## src/rtl/tx_rd_chunk_sched_pkg.sv

```systemverilog
// tx_rd_chunk_sched_pkg: shared widths, FSM encoding and descriptor length decode
package tx_rd_chunk_sched_pkg;

    localparam int TAG_W    = 4;
    localparam int NTAGS    = 1 << TAG_W;
    localparam int QW_LEN_W = 9;
    localparam int HP_QW_W  = 19;
    localparam int REM_W    = HP_QW_W + 1;
    localparam int CNT_W    = TAG_W + 1;

    typedef enum logic [2:0] {
        ST_IDLE,
        ST_ISSUE,
        ST_WAIT_TAG,
        ST_DRAIN,
        ST_DONE
    } state_t;

    // A zero length field stands for the full 2^18-qword huge page.
    function automatic logic [REM_W-1:0] desc_len(input logic [HP_QW_W-1:0] qw);
        return (qw == '0) ? (REM_W'(1) << (HP_QW_W - 1)) : {1'b0, qw};
    endfunction

endpackage

```

## src/rtl/tx_rd_chunk_sched_tag_tracker.sv

```systemverilog
// tx_tag_tracker: outstanding read tag vector, in-flight count and sticky spurious-completion flag
module tx_tag_tracker
    import tx_rd_chunk_sched_pkg::*;
(
    input  logic             clk,
    input  logic             rst,
    input  logic             set_en_i,
    input  logic [TAG_W-1:0] set_tag_i,
    input  logic             clr_en_i,
    input  logic [TAG_W-1:0] clr_tag_i,
    output logic [CNT_W-1:0] count_o,
    output logic             err_spurious_o
);

    logic [NTAGS-1:0] vec_q, vec_d;
    logic [CNT_W-1:0] cnt_q, cnt_d;
    logic             err_q, err_d;
    logic             clr_hit;

    // Clear is applied before set so a same-tag retire/reissue leaves the bit owned by the new request.
    always_comb begin
        clr_hit = clr_en_i && vec_q[clr_tag_i];
        vec_d   = (vec_q & ~(clr_hit ? (NTAGS'(1) << clr_tag_i) : '0))
                | (set_en_i ? (NTAGS'(1) << set_tag_i) : '0);
        cnt_d   = cnt_q - CNT_W'(clr_hit) + CNT_W'(set_en_i);
        err_d   = err_q | (clr_en_i && !vec_q[clr_tag_i]);
    end

    // Tracker state register; reset drops every in-flight tag.
    always_ff @(posedge clk) begin
        if (rst) begin
            vec_q <= '0;
            cnt_q <= '0;
            err_q <= 1'b0;
        end else begin
            vec_q <= vec_d;
            cnt_q <= cnt_d;
            err_q <= err_d;
        end
    end

    assign count_o        = cnt_q;
    assign err_spurious_o = err_q;

endmodule

```

## src/rtl/tx_rd_chunk_sched.sv

```systemverilog
// tx_rd_chunk_sched: splits a huge-page descriptor into chunk read requests and signals page completion
module tx_rd_chunk_sched
    import tx_rd_chunk_sched_pkg::*;
#(
    parameter int CHUNK_QW        = 64,
    parameter int MAX_OUTSTANDING = 8
) (
    input  logic                trn_clk,
    input  logic                reset,
    input  logic                hp_desc_valid,
    input  logic [63:0]         hp_desc_addr,
    input  logic [HP_QW_W-1:0]  hp_desc_qw,
    output logic                hp_desc_ready,
    output logic [63:0]         huge_page_addr,
    output logic [QW_LEN_W-1:0] qwords_to_rd,
    output logic                read_chunk,
    input  logic                read_chunk_ack,
    input  logic [TAG_W-1:0]    tlp_tag,
    output logic                send_rd_completed,
    input  logic                send_rd_completed_ack,
    input  logic                cpl_done,
    input  logic [TAG_W-1:0]    cpl_tag,
    output logic                busy,
    output logic                err_spurious_cpl
);

    localparam logic [CNT_W-1:0] MAX_CNT   = CNT_W'(MAX_OUTSTANDING);
    localparam logic [REM_W-1:0] CHUNK_REM = REM_W'(CHUNK_QW);

    state_t              state_q, state_d;
    logic [63:0]         addr_q, addr_d;
    logic [REM_W-1:0]    rem_q, rem_d;
    logic [CNT_W-1:0]    count;
    logic [QW_LEN_W-1:0] cur_len;

    // Request outputs come straight from registered state so they hold steady until acked.
    always_comb begin
        cur_len           = (rem_q > CHUNK_REM) ? QW_LEN_W'(CHUNK_QW) : rem_q[QW_LEN_W-1:0];
        read_chunk        = (state_q == ST_ISSUE) && (count < MAX_CNT);
        send_rd_completed = (state_q == ST_DONE);
        hp_desc_ready     = (state_q == ST_IDLE);
        busy              = (state_q != ST_IDLE);
        huge_page_addr    = addr_q;
        qwords_to_rd      = cur_len;
    end

    // Next-state and address/remaining-length datapath.
    always_comb begin
        state_d = state_q;
        addr_d  = addr_q;
        rem_d   = rem_q;
        case (state_q)
            ST_IDLE: begin
                if (hp_desc_valid) begin
                    addr_d  = hp_desc_addr;
                    rem_d   = desc_len(hp_desc_qw);
                    state_d = ST_ISSUE;
                end
            end
            ST_ISSUE: begin
                if (read_chunk && read_chunk_ack) begin
                    addr_d  = addr_q + {{(64-QW_LEN_W-3){1'b0}}, cur_len, 3'b000};
                    rem_d   = rem_q - {{(REM_W-QW_LEN_W){1'b0}}, cur_len};
                    state_d = ST_WAIT_TAG;
                end
            end
            ST_WAIT_TAG: state_d = (rem_q != '0) ? ST_ISSUE : ST_DRAIN;
            ST_DRAIN:    state_d = (count == '0) ? ST_DONE : ST_DRAIN;
            ST_DONE:     state_d = send_rd_completed_ack ? ST_IDLE : ST_DONE;
            default:     state_d = ST_IDLE;
        endcase
    end

    // FSM and datapath registers.
    always_ff @(posedge trn_clk) begin
        if (reset) begin
            state_q <= ST_IDLE;
            addr_q  <= '0;
            rem_q   <= '0;
        end else begin
            state_q <= state_d;
            addr_q  <= addr_d;
            rem_q   <= rem_d;
        end
    end

    tx_tag_tracker u_tags (
        .clk            (trn_clk),
        .rst            (reset),
        .set_en_i       (state_q == ST_WAIT_TAG),
        .set_tag_i      (tlp_tag),
        .clr_en_i       (cpl_done),
        .clr_tag_i      (cpl_tag),
        .count_o        (count),
        .err_spurious_o (err_spurious_cpl)
    );

endmodule
```

## config.mk

```make
export PLATFORM = sky130hd
export DESIGN_NAME = tx_rd_chunk_sched
export DESIGN_NICKNAME = d
export VERILOG_FILES = /design/src/rtl/tx_rd_chunk_sched_pkg.sv /design/src/rtl/tx_rd_chunk_sched_tag_tracker.sv /design/src/rtl/tx_rd_chunk_sched.sv
export SDC_FILE = /design/constraint.sdc
export NUM_CORES = 1
export LEC_CHECK = 0
export CAP_MARGIN = 20
export CELL_PAD_IN_SITES_DETAIL_PLACEMENT = 1
export CELL_PAD_IN_SITES_GLOBAL_PLACEMENT = 1
export CORE_ASPECT_RATIO = 0.9
export CORE_UTILIZATION = 40
export CTS_CLUSTER_SIZE = 24
export DETAILED_ROUTE_END_ITERATION = 8
export DONT_BUFFER_PORTS = 1
export GPL_ROUTABILITY_DRIVEN = 0
export HOLD_SLACK_MARGIN = 0.05
export PLACE_DENSITY_LB_ADDON = 0.1
export SLEW_MARGIN = 10
export SYNTH_ARGS = -nofsm -noshare
export SYNTH_HDL_FRONTEND = slang
export SYNTH_HIERARCHICAL = 1
export SYNTH_SLANG_ARGS = --single-unit
```

## constraint.sdc

```tcl
create_clock -name trn_clk -period 9.9 [get_ports trn_clk]
set_input_delay 0.99 -clock trn_clk [delete_from_list [all_inputs] [get_ports trn_clk]]
set_output_delay 0.99 -clock trn_clk [all_outputs]
set_load 0.005 [all_outputs]
```

==> flow_summary_export.csv, run 1 <==
group,metric,value,unit
cts,cts_num_sinks,109,
setup_path,worst_ep_required_time,10170,ps
die,coreArea,17100,um2
layout,syn2layout_area_growth,6.80,%
synth,synth_edf_count,0,
timing,maxSlewHeadroom,34.6,%
die,die_w,143,um
drt,dr.pass1.iters,5,
cts,cts_resized,0,
power_and_ir_drop,p_total,1.40,mW
layout,regArea,2180,um2
timing,setup_viol,0,
worst_hold_path,hold_class,"flip-flop to flip-flop",
timing,finalCriticalPeriod,5070,ps
synth,synth_top_area_share,30.7,%
synth,yosys_register_bits,109,
grt,grt_overflow_total,0,
setup_path,cp.arrival,5330,ps
place,place_ws,4920,ps
power_and_ir_drop,vdd_drop_max,0.104,mV
place,dpl.hpwl,19.7,mm
cts,cts_buffers,9,
synth,synthCells,925,
power_and_ir_drop,cellPowerDensity,184,nW/um2
place,port_buffers,0,
grt,grt_max_degree,105,
timing,timing.final.ws_setup,4830,ps
synth,yosys_warnings,6,
synth,async_reset_ff_share,0,%
timing,maxSlewViolCount,0,
synth,synth-seq-area-share,30.7,%
drt,route.detailed.drc,0,
grt,grt_usage,31.0,%
layout,nets,1002,
timing,whs,470,ps
drt,routed_wirelength,28.2,mm
layout,drive_gt1_share,5.38,%
grt,antenna_found_initial,1,
drt,vias,7590,
timing,fin_tns_setup,0,ps
layout,fill_cells,2141,
synth,yosys.cell_types.count,83,
timing,fin_crit_sh,51.2,%
synth,avgSynthCellArea,7.70,um2
synth,netlist.top_cell.by_area,"dfxtp_1",
die,start_util,41.6,%
setup_path,worstSetupEndpointType,"flip-flop",
drt,wire_per_inst,25.0,um
drt,drt_iter0_markers,597,
cts,cts.htree.levels,3,
cts,path_clk_slew,70,ps
synth,ys.flop_type,"dfxtp_1",
run,maxCapViolations,0,
drt,viasPerCell,6.72,
synth,synth_area_leaders,"dfxtp_1 (31%), nand2_1 (6.4%), a21oi_1 (4.9%), nor2_1 (3.7%), o21ai_0 (2.7%)",
timing,rsz0062_at_grt,"no",
setup_path,path_class,"flip-flop to flip-flop",
timing,fmax,0.197,GHz
synth,netlist_area,7120,um2
cts,cts_setup_buffers,0,
grt,grt_pass1_vias,7534,
setup_path,start_kind,"flip-flop",
power_and_ir_drop,p_leak,2.62,nW
layout,multiInputGateArea,4640,um2
cts,cts_tree,"yes",
die,die_height,129,um
timing,worst_slew_pin_slew,980,ps
die,dieArea,18300,um2
grt,grt_pass1_wl,43.4,mm
cts,cts_buffer_depth,2,
setup_path,crit_fanout,13,
run_status,run_status,"finished clean",
cts,ctsHoldBuffers,0,
cts,clock_latency,370,ps
die,io-pin-count,175,
cts,cts-root-buf,"clkbuf_16",
drt,ant_nets,0,
timing,fin_worst_skew,2.95,ps
timing,hold_violations,0,
die,rows,45,
-- final timing paths --
path                                            startpoint                              end  slack (ps)  cells after the start
worst max-delay path                rem_q[10]$_SDFFE_PP0P_  huge_page_addr[61]$_SDFFE_PP0P_        4830                     13
worst min-delay path            u_tags/vec_q[0]$_SDFF_PP0_       u_tags/vec_q[0]$_SDFF_PP0_         470                      2
worst max register to register      rem_q[10]$_SDFFE_PP0P_  huge_page_addr[61]$_SDFFE_PP0P_        4830                     13
worst min register to register  u_tags/vec_q[0]$_SDFF_PP0_       u_tags/vec_q[0]$_SDFF_PP0_         470                      2
-- layer usage --
layer  vias to the layer above  part of all wire (%)  track usage [%]
met5                         -                     0                0
li1                       3452                     -                -
met3                        42                   8.7             7.52
met2                       317                    44             48.1
met4                         0                   2.0             10.1
met1                      3779                    45             42.1
-- final cells by class --
class	count	share of cell area [%]
Timing Repair Buffer	12	1.18
Clock buffer	13	3.42
Antenna cell	1	0.0329
Tap cell	235	3.87
Multi-Input combinational cell	739	61.1
Sequential cell	109	28.7
Clock inverter	3	0.889
Inverter	17	0.839
-- kinds of logic (layout without fill, tap and decap cells) --
| logic type | count (synthesis) | in the layout | share of synthesized area (%) |
|---|---|---|---|
| multiplexers | 16 | 16 | 2.48 |
| flip-flops | 109 | 109 | 30.7 |
| buffers and inverters | 80 | 45 | 4.60 |
| XOR/XNOR | 19 | 19 | 2.34 |
| other | 2 | 6 | 0.105 |
| adder cells (fa/ha/maj) | 17 | 17 | 3.20 |
| AND/OR/NAND/NOR | 392 | 392 | 28.4 |
| AO/OA/AOI/OAI | 290 | 290 | 28.2 |
-- Yosys cell counts, types with 8 or more instances --
library cell	count
nand2_1	122
dfxtp_1	109
nor2_1	71
a21oi_1	70
clkbuf_1	42
o21ai_0	38
nand3_1	34
nor3_1	23
nor4_1	23
nand4_1	22
a31oi_1	21
and3_1	21
a22oi_1	19
inv_1	16
ha_1	15
and2_1	14
o22ai_1	14
o211ai_1	13
mux2i_1	12
xor2_1	12
buf_2	10
o2111ai_1	10
a21o_1	8
a311oi_1	8
buf_1	8
nor2b_1	8
-- power by group --
group	internal, mW	total, mW	switching [mW]
Combinational	0.144	0.407	0.263
Sequential	0.488	0.569	0.0813
Clock	0.237	0.419	0.183
-- layout by cell type, fill, tap and decap left out, types with 19 or more instances in the layout --
cell and n:
nor3_1 23, nand4_1 22, nand3_1 34, nand2_1 122, a21oi_1 69, and3_1 21, nor4_1 23, a31oi_1 21
o21ai_0 38, dfxtp_1 109, nor2_1 71, a22oi_1 19
-- sequential cells by signal (all words and copies together), names as in the netlist --
signal / cells
huge_page_addr: 64
rem_q: 20
state_q: 3
u_tags/count_o: 5
u_tags/err_spurious_o: 1
u_tags/vec_q: 16
-- through the flow --
step	cells	cell area [um2]	utilization, %
final	1129	7600	44.4
after floorplan	928	7130	-
after global routing	1129	7600	44.4
after global placement	1112	7270	42.5
after detailed placement	1112	7270	42.5
after CTS	1128	7600	44.4
-- worst max-delay path, stage by stage (launching register included) --
cell       delay [ps]
dfxtp_1           360
or4_1             730
nor4_4            440
and3_1            550
and2_1            270
ha_1              200
inv_1              60
fa_1              390
nor2b_1           180
o2111ai_1         220
a21bo_2           280
a21oi_1           780
a311oi_1          210
nor4b_1           280
No activity file was read; power rests on OpenSTA's default activity.
==> run 2, diff against run 1 <==
--- a/config.mk
+++ b/config.mk
@@ -5,6 +5,7 @@
 export SDC_FILE = /design/constraint.sdc
 export NUM_CORES = 1
 export LEC_CHECK = 0
+export ABC_AREA = 1
 export CAP_MARGIN = 20
 export CELL_PAD_IN_SITES_DETAIL_PLACEMENT = 1
 export CELL_PAD_IN_SITES_GLOBAL_PLACEMENT = 1
==> constraint.sdc (replaced) <==
create_clock -name trn_clk -period 4.6 [get_ports trn_clk]
set_input_delay 0.46 -clock trn_clk [delete_from_list [all_inputs] [get_ports trn_clk]]
set_output_delay 0.46 -clock trn_clk [all_outputs]
set_load 0.005 [all_outputs]
==> run 2 against run 1 <==
Compared with the run above:
- setup slack got worse by 3900 ps
- design area rose by 14%
- via count rose by 16%
- clock skew rose by 8.5 ps
- non-clock buffer count fell by 7
- die area rose by 15%
- combinational power rose to 3.1 times the previous value
- core utilization fell by 1.4 points
- global-route usage fell by 1.8 points
- critical path type unchanged
==> flow_summary_export.csv, run 2 <==
group,metric,value,unit
synth,yosys.cell_types.count,56,
synth,synth_top_area_share,26.5,%
cts,cts_num_sinks,109,
drt,viasPerCell,5.57,
power_and_ir_drop,p_leak,3.27,nW
die,die_height,138,um
timing,hold_violations,0,
timing,worst_slew_pin_slew,691,ps
timing,maxSlewViolCount,0,
synth,synth_compound_area_share,14.7,%
synth,synthXorXnorAreaFrac,2.13,%
drt,route.detailed.drc,0,
drt,vias,8796,
cts,cts_resized,0,
cts,cts_buffer_depth,2,
synth,async_reset_ff_share,0,%
die,dieArea,21200,um2
layout,largest_register_ffs,64,
layout,final_cell_mix,"nand2_1 (348), nor2_1 (186), inv_1 (134)",
synth,netlist_area,8230,um2
layout,drive_gt1_share,7.56,%
place,dpl.hpwl,23.5,mm
die,rows,49,
layout,syn2layout_area_growth,4.85,%
die,die_w,153,um
setup_path,cp.arrival,3900,ps
drt,ant_nets,0,
synth,avgSynthCellArea,6.10,um2
timing,fin_tns_setup,0,ps
setup_path,worst_ep_required_time,4860,ps
cts,ctsHoldBuffers,0,
synth,yosys_warnings,6,
setup_path,worstSetupEndpointType,"flip-flop",
synth,ys.flop_type,"dfxtp_1",
timing,fmax,0.274,GHz
timing,maxSlewHeadroom,53.9,%
cts,cts-root-buf,"clkbuf_16",
run_status,run_status,"finished clean",
synth,synth_most_common_cell,"nand2_1",
grt,antenna_found_initial,1,
synth,yosys.area_share.simple,43.9,%
setup_path,crit_fanout,15,
run,maxCapViolations,0,
layout,fill_cells,2750,
drt,routed_wirelength,30.8,mm
drt,dr.pass1.iters,5,
synth,synth_top_family_by_area,"simple AND/OR/NAND/NOR gates",
cts,path_clk_slew,80,ps
synth,netlist.top_cell.by_area,"dfxtp_1",
place,port_buffers,0,
synth,yosys-top-cells-count,"nand2_1 (348), nor2_1 (186), inv_1 (135)",
synth,synthAdderAreaFrac,2.77,%
synth,synth_edf_count,0,
grt,grt_pass1_vias,8809,
timing,fin_worst_skew,11.5,ps
power_and_ir_drop,vdd_drop_max,0.339,mV
timing,finalCriticalPeriod,3640,ps
timing,fin_crit_sh,79.2,%
layout,layout_commonest_cell,"nand2_1",
setup_path,start_kind,"flip-flop",
grt,grt_pass1_wl,48.8,mm
die,coreArea,20000,um2
drt,drt_iter0_markers,520,
die,io-pin-count,175,
synth,yosys_register_bits,109,
cts,cts_setup_buffers,0,
grt,grt_max_degree,94,
power_and_ir_drop,cellPowerDensity,396,nW/um2
timing,whs,159,ps
timing,rsz0062_at_grt,"no",
synth,synthCells,1349,
cts,cts.htree.levels,3,
die,start_util,41.1,%
cts,cts_tree,"yes",
worst_hold_path,hold_class,"primary input to flip-flop",
grt,grt_overflow_total,0,
setup_path,path_class,"flip-flop to flip-flop",
synth,synth_mux_area_share,0,%
drt,wire_per_inst,19.5,um
layout,nets,1432,
timing,setup_viol,0,
cts,clock_latency,370,ps
synth,synth-seq-area-share,26.5,%
synth,synth_area_leaders,"dfxtp_1 (27%), nand2_1 (16%), nor2_1 (8.5%), inv_1 (6.2%), nand3_1 (5.9%)",
cts,cts_buffers,9,
grt,grt_usage,29.2,%
-- run 2: layer usage --
| metal | vias up | track usage (%) | part of all wire [%] | routed length (um) |
|---|---|---|---|---|
| met2 | 222 | 45.5 | 43 | 13400 |
| met3 | 27 | 6.58 | 6.8 | 2090 |
| met5 | - | 0 | 0 | 0 |
| met4 | 0 | 6.59 | 1.3 | 386 |
| li1 | 4359 | - | - | - |
| met1 | 4188 | 40.8 | 49 | 14900 |
-- run 2: power breakdown --
group	leakage (nW)	switching (mW)	internal (mW)	total, mW
Clock	0.141	0.390	0.424	0.813
Sequential	0.895	0.259	1.09	1.35
Combinational	2.23	0.848	0.403	1.25
-- run 2: cell type report --
class                           count  area [um2]  area share (%)
Inverter                          149         562            6.51
Timing Repair Buffer                5        37.5           0.435
Multi-Input combinational cell   1044        5240            60.7
Tap cell                          255         319            3.70
Antenna cell                        1        2.50          0.0290
Clock inverter                      4        48.8           0.565
Clock buffer                       12         236            2.74
Sequential cell                   109        2180            25.3
-- run 2: path summary, 6_finish.rpt --
kind                                    from                              end  slack, ps  cells after the start
setup / recovery       rem_q[8]$_SDFFE_PP0P_  huge_page_addr[61]$_SDFFE_PP0P_        960                     23
hold / removal                         reset          state_q[2]$_SDFFE_PP0P_        160                      1
setup reg to reg       rem_q[8]$_SDFFE_PP0P_  huge_page_addr[61]$_SDFFE_PP0P_        960                     23
hold reg to reg   u_tags/vec_q[5]$_SDFF_PP0_       u_tags/vec_q[5]$_SDFF_PP0_        460                      2
-- run 2: critical path, stage by stage, from the launching register on --
cell      delay [ps]
dfxtp_1          320
inv_1            120
nand2_2           90
nor2_2           120
nand2_1          100
nor2_2           130
nand2_2          210
nor2_1           280
ha_1             190
inv_1             70
fa_1             410
nand3b_1         220
nand2_1          160
a21oi_1          130
inv_1            120
nand2_1           70
nand2_2          170
nand2_1          160
inv_1            100
nand2_1           50
nand2_1           80
nand3_1           80
nand2_1           90
a21oi_1           60
-- run 2: through the flow --
stage,setup slack (ps),power [mW],utilization [%],cell area (um2),std cells
global placement,1160,2.58,41.6,8340,1562
CTS,966,3.43,43.0,8630,1578
detailed placement,1020,2.62,41.6,8340,1562
finish,957,3.42,43.1,8630,1579
global route,621,3.65,43.0,8630,1578
floorplan,1610,2.26,-,8240,1352
-- run 2: cell families after synthesis --
group / count (synthesis)
and+or+nand+nor: 798
other: 2
buffers and inverters: 199
AOI/OAI and AO/OA: 204
DFF: 109
adders and majority gates: 17
xor gates and xnor gates: 20
==> run 3, diff against run 2 <==
--- a/config.mk
+++ b/config.mk
@@ -5,7 +5,7 @@
 export SDC_FILE = /design/constraint.sdc
 export NUM_CORES = 1
 export LEC_CHECK = 0
-export ABC_AREA = 1
+export ABC_AREA = 0
 export CAP_MARGIN = 20
 export CELL_PAD_IN_SITES_DETAIL_PLACEMENT = 1
 export CELL_PAD_IN_SITES_GLOBAL_PLACEMENT = 1
==> constraint.sdc (replaced) <==
create_clock -name trn_clk -period 3.25 [get_ports trn_clk]
set_input_delay 0.325 -clock trn_clk [delete_from_list [all_inputs] [get_ports trn_clk]]
set_output_delay 0.325 -clock trn_clk [all_outputs]
set_load 0.005 [all_outputs]
==> run 3 against run 2 <==
Compared with the run above:
- the run now ends with negative setup slack left
- count of clock-buffer cells in the layout unchanged
- non-clock buffer count rose by 123
- power rose by 37%
- highest routed layer is now met5
- critical path depth down 10
- global-route usage rose by 4.9 points
- final cell count down 21%
- design area grew 3.9%
==> flow_summary_export.csv, run 3 (synthesized netlist as in run 1, its figures left out) <==
group,metric,value,unit
grt,grt_overflow_total,0,
timing,whs,80.2,ps
drt,dr.pass1.iters,5,
layout,regArea,2180,um2
setup_path,worst_ep_required_time,3520,ps
drt,viasPerCell,6.62,
timing,hold_violations,0,
drt,routed_wirelength,31.7,mm
cts,cts_buffers,9,
timing,rsz0062_at_grt,"yes",
die,die_height,129,um
cts,path_clk_slew,80,ps
die,io-pin-count,175,
die,start_util,41.6,%
drt,route.detailed.drc,0,
die,dieArea,18300,um2
layout,final_cell_mix,"nand2_1 (121), buf_4 (118), dfxtp_1 (107)",
layout,largest_register_ffs,64,
drt,vias,8247,
layout,syn2layout_area_growth,26.0,%
die,die_w,143,um
setup_path,cp.arrival,3940,ps
place,port_buffers,0,
run_status,run_status,"finished, violations left",
timing,fin_crit_sh,113,%
setup_path,path_class,"flip-flop to flip-flop",
power_and_ir_drop,vdd_drop_max,0.267,mV
timing,maxSlewViolCount,0,
cts,clock_latency,370,ps
place,dpl.hpwl,22.2,mm
grt,grt_pass1_wl,47.8,mm
power_and_ir_drop,p_total,4.69,mW
run,maxCapViolations,0,
grt,met3_usage,8.71,%
timing,maxSlewHeadroom,45.4,%
cts,cts_tree,"yes",
power_and_ir_drop,p_leak,3.26,nW
drt,ant_nets,0,
setup_path,worstSetupEndpointType,"flip-flop",
grt,grt_max_degree,61,
grt,antenna_found_initial,2,
power_and_ir_drop,cellPowerDensity,523,nW/um2
drt,drt_iter0_markers,625,
setup_path,start_kind,"flip-flop",
timing,worst_slew_pin_slew,813,ps
worst_hold_path,hold_class,"primary input to flip-flop",
cts,cts_buffer_depth,2,
cts,cts_num_sinks,109,
run_status,violations,"negative setup slack",
layout,multiInputGateArea,5050,um2
timing,fin_worst_skew,12.6,ps
layout,nets,1118,
grt,grt_usage,34.1,%
timing,fmax,0.273,GHz
grt,use_met2,55.0,%
cts,cts.htree.levels,3,
timing,finalCriticalPeriod,3670,ps
layout,layout_commonest_cell,"nand2_1",
layout,fill_cells,2101,
die,coreArea,17100,um2
layout,drive_gt1_share,21.9,%
grt,grt_pass1_vias,8355,
setup_path,crit_fanout,4,
grt,top_usage_layer,"met2",
layout,final_util,52.4,%
die,rows,45,
timing,setup_viol,53,
drt,wire_per_inst,25.4,um
timing,timing.final.ws_setup,-419,ps
cts,cts-root-buf,"clkbuf_16",
grt,grtUsageMet1,44.8,%
-- run 3: cell count changes in the layout (fill, tap and decap cells not counted), moves of 14 or more --
cell,before,now
a21oi_1,90,63
a22oi_1,1,19
and3_1,3,19
buf_4,5,118
inv_1,134,14
nand2_1,348,121
nand3_1,97,33
nand3_2,15,1
nor2_1,186,66
nor3_1,53,19
o21ai_0,47,31
-- run 3: where the power goes --
part / leakage (nW) / total [mW] / switching, mW / internal [mW]
logic: 2.20 / 1.71 / 0.991 / 0.717
registers: 0.894 / 1.71 / 0.226 / 1.49
clock network: 0.163 / 1.27 / 0.550 / 0.718
total: 3.26 / 4.69 / 1.77 / 2.92
-- run 3: per-stage QoR --
step	area, um2	setup TNS (ps)	worst slack (ps)	cells
floorplan	7260	-7700	-435	928
global placement	8130	-7940	-311	1208
detailed placement	8130	-14860	-495	1208
CTS	8750	-11950	-333	1236
global route	8970	-21190	-526	1245
finish	8970	-12650	-419	1246
-- run 3: worst paths after layout --
kind                              start                              end  slack [ps]  cells after the start
max reg2reg      rem_q[13]$_SDFFE_PP0P_  huge_page_addr[51]$_SDFFE_PP0P_        -420                     13
min                               reset  huge_page_addr[50]$_SDFFE_PP0P_          80                      1
max              rem_q[13]$_SDFFE_PP0P_  huge_page_addr[51]$_SDFFE_PP0P_        -420                     13
min reg2reg  u_tags/vec_q[4]$_SDFF_PP0_       u_tags/vec_q[4]$_SDFF_PP0_         480                      2
-- run 3: cell type report --
type,instances,area share (%)
well taps,235,3.28
flip-flops and latches,109,24.4
clock inverters,4,0.781
multi-input cells,739,56.3
inverters,17,0.711
clock buffers,12,2.86
repair buffers,128,11.7
diodes,2,0.0558
-- run 3: timing repair --
| item | 4_1_cts | 5_1_grt |
|---|---|---|
| pin swaps | 14 | 15 |
| endpoints found under the hold margin | 60 | 0 |
| buffers inserted | 10 | 9 |
| setup endpoints to repair | 53 | 59 |
| resized for setup | 32 | 29 |
| hold buffers | 2 | 0 |
-- run 3: worst max-delay path: stages, from the launching register on --
cell and delay, ps:
dfxtp_2 330, or4_4 550, nor4_4 290, and3_4 260, and2_4 170, ha_4 140, inv_2 40, fa_2 370
nor2b_4 160, o2111ai_4 150, a21boi_4 250, o211ai_1 180, or4b_1 500, and3_1 190
-- run 3: layer usage --
metal,vias up,wire length (um),share of wire (%)
li1,3670,-,-
met1,4147,13700,43
met2,369,14500,46
met3,59,2750,8.7
met4,2,668,2.1
met5,-,16,0.051
